File: src/rtl/imem_loader.sv
// imem_loader: writer side of the instruction memory ("code" mode).
// Accepts a byte stream over valid/ready: a 16-bit big-endian word count N,
// then N big-endian 32-bit instruction words. Each word is written to
// BASE_ADDR + index. core_run stays low until the image has been loaded.
// Optional feature, macro IMEM_LOADER_CHECKSUM_EN: a trailing checksum byte
// (XOR of all header and data bytes) is verified before core_run is released.
// A load ends in two steps. The edge that accepts the final byte enters
// DONE/ERR and drops in_ready. The following edge updates busy/core_run/err,
// so the last word's im_we pulse is already complete when core_run rises.
module imem_loader #(
   parameter int ADDR_W    = 10,
   parameter int DEPTH     = 1024,
   parameter int BASE_ADDR = 0
) (
   input  logic              clk,
   input  logic              rst,
   input  logic              load_start,
   input  logic [7:0]        in_data,
   input  logic              in_valid,
   output logic              in_ready,
   output logic              im_we,
   output logic [ADDR_W-1:0] im_addr,
   output logic [31:0]       im_wdata,
   output logic              core_run,
   output logic              busy,
   output logic              err,
   output logic [ADDR_W:0]   words_loaded
);

   // Largest word count that fits above BASE_ADDR without wrapping.
   localparam int unsigned       CAPACITY = unsigned'(DEPTH - BASE_ADDR);
   localparam logic [ADDR_W-1:0] BASE     = ADDR_W'(BASE_ADDR);

`ifdef IMEM_LOADER_CHECKSUM_EN
   typedef enum logic [2:0] {
      ST_IDLE, ST_HDR0, ST_HDR1, ST_DATA, ST_CSUM, ST_DONE, ST_ERR
   } state_t;
`else
   typedef enum logic [2:0] {
      ST_IDLE, ST_HDR0, ST_HDR1, ST_DATA, ST_DONE, ST_ERR
   } state_t;
`endif

   state_t            state_reg;
   logic              in_ready_reg;
   logic              im_we_reg;
   logic [ADDR_W-1:0] im_addr_reg;
   logic [31:0]       im_wdata_reg;
   logic              core_run_reg;
   logic              busy_reg;
   logic              err_reg;
   logic [ADDR_W:0]   words_loaded_reg;
   logic [7:0]        hdr_hi_reg;
   logic [15:0]       word_count_reg;
   logic [1:0]        byte_cnt_reg;
   logic [23:0]       partial_reg;
`ifdef IMEM_LOADER_CHECKSUM_EN
   logic [7:0]        csum_reg;
`endif

   logic              accept;
   logic              start_ok;
   logic              last_word;
   logic [15:0]       hdr_count;
   logic [31:0]       word_next;
   logic [ADDR_W-1:0] word_addr;

   // A byte moves only on a valid/ready handshake.
   assign accept    = in_valid && in_ready_reg;
   // load_start is honoured only when no load is in flight.
   assign start_ok  = load_start &&
                      (state_reg == ST_IDLE || state_reg == ST_DONE || state_reg == ST_ERR);
   // Full word count, once the low header byte is on the bus.
   assign hdr_count = {hdr_hi_reg, in_data};
   // Completed word, once the fourth byte is on the bus.
   assign word_next = {partial_reg, in_data};
   assign word_addr = BASE + words_loaded_reg[ADDR_W-1:0];
   // The word being completed now is the final one of the image.
   assign last_word = (32'(words_loaded_reg) + 32'd1) == 32'(word_count_reg);

   // Load sequencer: header parse, word assembly, memory writes and status.
   always_ff @(posedge clk or posedge rst) begin
      if (rst) begin
         state_reg        <= ST_IDLE;
         in_ready_reg     <= 1'b0;
         im_we_reg        <= 1'b0;
         im_addr_reg      <= '0;
         im_wdata_reg     <= '0;
         core_run_reg     <= 1'b0;
         busy_reg         <= 1'b0;
         err_reg          <= 1'b0;
         words_loaded_reg <= '0;
         hdr_hi_reg       <= '0;
         word_count_reg   <= '0;
         byte_cnt_reg     <= '0;
         partial_reg      <= '0;
`ifdef IMEM_LOADER_CHECKSUM_EN
         csum_reg         <= '0;
`endif
      end else begin
         im_we_reg <= 1'b0;
         if (start_ok) begin
            state_reg        <= ST_HDR0;
            in_ready_reg     <= 1'b1;
            busy_reg         <= 1'b1;
            core_run_reg     <= 1'b0;
            err_reg          <= 1'b0;
            words_loaded_reg <= '0;
            byte_cnt_reg     <= '0;
            partial_reg      <= '0;
`ifdef IMEM_LOADER_CHECKSUM_EN
            csum_reg         <= '0;
`endif
         end else begin
            case (state_reg)
               ST_IDLE: begin
                  in_ready_reg <= 1'b0;
               end

               ST_HDR0: begin
                  if (accept) begin
                     hdr_hi_reg <= in_data;
`ifdef IMEM_LOADER_CHECKSUM_EN
                     csum_reg   <= csum_reg ^ in_data;
`endif
                     state_reg  <= ST_HDR1;
                  end
               end

               ST_HDR1: begin
                  if (accept) begin
                     word_count_reg <= hdr_count;
`ifdef IMEM_LOADER_CHECKSUM_EN
                     csum_reg       <= csum_reg ^ in_data;
`endif
                     if (hdr_count == 16'd0) begin
`ifdef IMEM_LOADER_CHECKSUM_EN
                        state_reg    <= ST_CSUM;
`else
                        state_reg    <= ST_DONE;
                        in_ready_reg <= 1'b0;
`endif
                     end else if (32'(hdr_count) > CAPACITY) begin
                        // Image would not fit: refuse it before any write.
                        state_reg    <= ST_ERR;
                        in_ready_reg <= 1'b0;
                     end else begin
                        state_reg    <= ST_DATA;
                     end
                  end
               end

               ST_DATA: begin
                  if (accept) begin
`ifdef IMEM_LOADER_CHECKSUM_EN
                     csum_reg     <= csum_reg ^ in_data;
`endif
                     partial_reg  <= word_next[23:0];
                     byte_cnt_reg <= byte_cnt_reg + 2'd1;
                     if (byte_cnt_reg == 2'd3) begin
                        im_we_reg        <= 1'b1;
                        im_addr_reg      <= word_addr;
                        im_wdata_reg     <= word_next;
                        words_loaded_reg <= words_loaded_reg + (ADDR_W+1)'(1);
                        if (last_word) begin
`ifdef IMEM_LOADER_CHECKSUM_EN
                           state_reg    <= ST_CSUM;
`else
                           state_reg    <= ST_DONE;
                           in_ready_reg <= 1'b0;
`endif
                        end
                     end
                  end
               end

`ifdef IMEM_LOADER_CHECKSUM_EN
               ST_CSUM: begin
                  if (accept) begin
                     in_ready_reg <= 1'b0;
                     if ((csum_reg ^ in_data) == 8'd0) begin
                        state_reg <= ST_DONE;
                     end else begin
                        state_reg <= ST_ERR;
                     end
                  end
               end
`endif

               ST_DONE: begin
                  in_ready_reg <= 1'b0;
                  // Release the core one cycle after the final byte/write.
                  if (busy_reg) begin
                     busy_reg     <= 1'b0;
                     core_run_reg <= 1'b1;
                  end
               end

               ST_ERR: begin
                  in_ready_reg <= 1'b0;
                  // Flag the abort; the core stays halted.
                  if (busy_reg) begin
                     busy_reg     <= 1'b0;
                     err_reg      <= 1'b1;
                     core_run_reg <= 1'b0;
                  end
               end

               default: begin
                  state_reg    <= ST_IDLE;
                  in_ready_reg <= 1'b0;
                  busy_reg     <= 1'b0;
               end
            endcase
         end
      end
   end

   assign in_ready     = in_ready_reg;
   assign im_we        = im_we_reg;
   assign im_addr      = im_addr_reg;
   assign im_wdata     = im_wdata_reg;
   assign core_run     = core_run_reg;
   assign busy         = busy_reg;
   assign err          = err_reg;
   assign words_loaded = words_loaded_reg;

endmodule

File: config.mk
export PLATFORM = sky130hd
export DESIGN_NAME = imem_loader
export DESIGN_NICKNAME = d
export VERILOG_FILES = /design/src/rtl/imem_loader.sv
export SDC_FILE = /design/constraint.sdc
export NUM_CORES = 1
export LEC_CHECK = 0
export BUFFER_PORTS_ARGS = -buffer_cell sky130_fd_sc_hd__clkbuf_2
export CAP_MARGIN = 30
export CORE_UTILIZATION = 48
export CTS_CLUSTER_SIZE = 16
export DETAILED_ROUTE_END_ITERATION = 6
export PLACE_DENSITY = 0.79
export SLEW_MARGIN = 15
export SYNTH_ARGS = -nofsm -noshare
export SYNTH_HDL_FRONTEND = slang
export SYNTH_SLANG_ARGS = --single-unit
File: constraint.sdc
create_clock -name clk -period 4 [get_ports clk]
set_input_delay 0.4 -clock clk [delete_from_list [all_inputs] [get_ports clk]]
set_output_delay 0.4 -clock clk [all_outputs]
set_load 0.005 [all_outputs]
==> metrics.yaml <==
p_per_area_nw_per_um2: 473
period_needed_ps: 2800
yosysWarnings: 0
drive_above_1_share: 0.216
p_leak_nw: 2.90
min_path_type: "in2async"
worst_slew_pin_slew_ps: 843
status: "finished, final reports clean"
routed_wirelength_um: 11200
grt_usage: 0.214
relSlewSlack: 0.438
routed-via-count: 3970
ant_nets: 0
path_class: "reg2reg"
port_buffers: 69
yosys.area.top_type_share: 0.549
cts_sinks: 111
dr.pass1.iters: 4
cts_hold_buf: 0
die_y_um: 105
layoutNonFillerInstCount: 732
fmax_ghz: 0.357
dp.final_hpwl_um: 7670
dpl.cell_count: 715
antennaDiodeCount: 0
async_flop_share: 1.00
dr.first_iter.drc_count: 213
layout_common_cells: "192 x nand2_1, 111 x dfrtp_1, 69 x clkbuf_2, 33 x a21oi_1, 24 x mux2_2"
grtUsageMet3: 0.0274
synthTopCellsByArea: "dfrtp_1 55%, nand2_1 14%, mux2_2 5.3%"
cp.arrival_ps: 3070
synth-edff-count: 0
largest_reg_flops: 32
synth_top_cell_by_area: "dfrtp_1"
cts_max_level: 3
synthFlopType: "dfrtp_1"
cts_resized: 0
grt_pass1_wl_um: 18900
cp.required_ps: 4270
cts_root_buf: "clkbuf_8"
synthDistinctLibCells: 59
finalClockSkew_ps: 18.9
use_met1: 0.321
finalWorstSetupSlack_ps: 1200
busiest_layer: "met1"
coreArea_sq_um: 10300
holdWs_ps: 18.8
post_cts_buffers: 0
die_w_um: 105
cts_tree: "done"
gp_congestion: 0.835
final_max_slew_viol_count: 0
viasPerCell: 5.42
rsz0062_at_grt: "false"
drc: 0
rows: 37
setup_viol: 0
grt_max_degree: 80
maxCapViolCount: 0
dieArea_sq_um: 11000
fillers: 933
yosysSeqAreaShare: 0.549
hold_viol_final: 0
antenna_found_initial: 0
synth_seq_cells: 111
fin_area_sq_um: 5700
avgSynthCellArea_sq_um: 9.50
grt_util_met2: 0.320
num_io_pins: 70
syn_nets: 547
gr-total-overflow: 0
layout.nets: 605
start_util: 0.493
clk_pin_slew_worst_paths_ps: 120
final_common_cell: "nand2_1"
dpl-instance-area_sq_um: 5460
post-route-period-util: 0.700
clock_latency_ps: 390
end_kind: "flip-flop"
ctsLongestPathBuffers: 2
postSynthCellCount: 533
routedWlPerCell_um: 15.3
critPathMaxFanout: 14
syn_area_sq_um: 5060
vdd.ir_drop.worst_uv: 219
syn_to_final_growth_pct: 12.5
grt_pass1_vias: 3792
setup_tns_ps: 0
start_kind: "flip-flop"
dp_slack_ps: 1210
numCtsBuffers: 9
layout make-up:
| class | count | area, sq um | area share |
|---|---|---|---|
| Multi-Input combinational cell | 385 | 2090 | 0.367 |
| Timing Repair Buffer | 76 | 408 | 0.0716 |
| Clock buffer | 9 | 124 | 0.0217 |
| Inverter | 8 | 32.5 | 0.00571 |
| Clock inverter | 7 | 96.3 | 0.0169 |
| Sequential cell | 111 | 2780 | 0.488 |
| Tap cell | 136 | 170 | 0.0299 |
power breakdown:
group          internal [mW]  switching [mW]  total, mW  leakage [nW]
combinational          0.258           0.283      0.541          1.27
sequential              1.27           0.163       1.43          1.52
clock                  0.265           0.457      0.722         0.110
final timing paths:
kind | endpoint | slack, ps | startpoint | depth (start not counted)
max | in_ready$_DFFE_PP0P_ | 1200 | words_loaded[0]$_DFFE_PP0P_ | 7
min | im_wdata[27]$_DFFE_PP0P_ | 20 | rst | 2
max reg2reg | in_ready$_DFFE_PP0P_ | 1200 | words_loaded[0]$_DFFE_PP0P_ | 7
min reg2reg | im_wdata[27]$_DFFE_PP0P_ | 480 | im_wdata[27]$_DFFE_PP0P_ | 2
max in group asynchronous | word_count_reg[5]$_DFFE_PP0P_ | 3160 | rst | 3
min in group clk | im_wdata[5]$_DFFE_PP0P_ | 270 | in_data[5] | 3
routing by layer:
metal | up-vias | share of wire | wire, um
met3 | 12 | 0.048 | 544
met2 | 115 | 0.46 | 5190
met5 | - | 0 | 0
met1 | 1938 | 0.48 | 5340
met4 | 0 | 0.014 | 153
li1 | 1905 | - | -
worst max-delay path, cell delays in order, from the launching register on:
cell,delay [ps]
dfrtp_1,550
ha_1,520
inv_1,150
nor4b_1,320
o221ai_1,140
or4_4,550
a2111oi_0,360
nor2_1,90
Yosys cell counts, types with 3 or more instances:
master      n
o21ai_0    20
o41ai_1     3
nor2b_1     5
clkbuf_1   16
or3_1       4
a21oi_1    33
nand2b_1    5
mux2_2     24
inv_1       8
nand3b_1    3
nand2_1   193
and3_1      4
xnor2_1     7
buf_1       4
nor2_1     19
or4_1       3
buf_6       6
o31ai_1     4
xor2_1      6
dfrtp_1   111
nand3_1     8
per-stage QoR:
stage,power (mW),util
final,2.69,0.554
after global routing,2.83,0.554
after CTS,2.70,0.552
after detailed placement,1.98,0.531
after global placement,1.96,0.530
after floorplan,1.81,-
logic make-up after synthesis:
family / synth area share
fa+ha+maj: 0.00494
flops: 0.549
simple gates: 0.227
mux: 0.0534
compound gates: 0.105
xor+xnor: 0.0225
buf+inv: 0.0393
No activity file was read; power rests on OpenSTA's default activity.
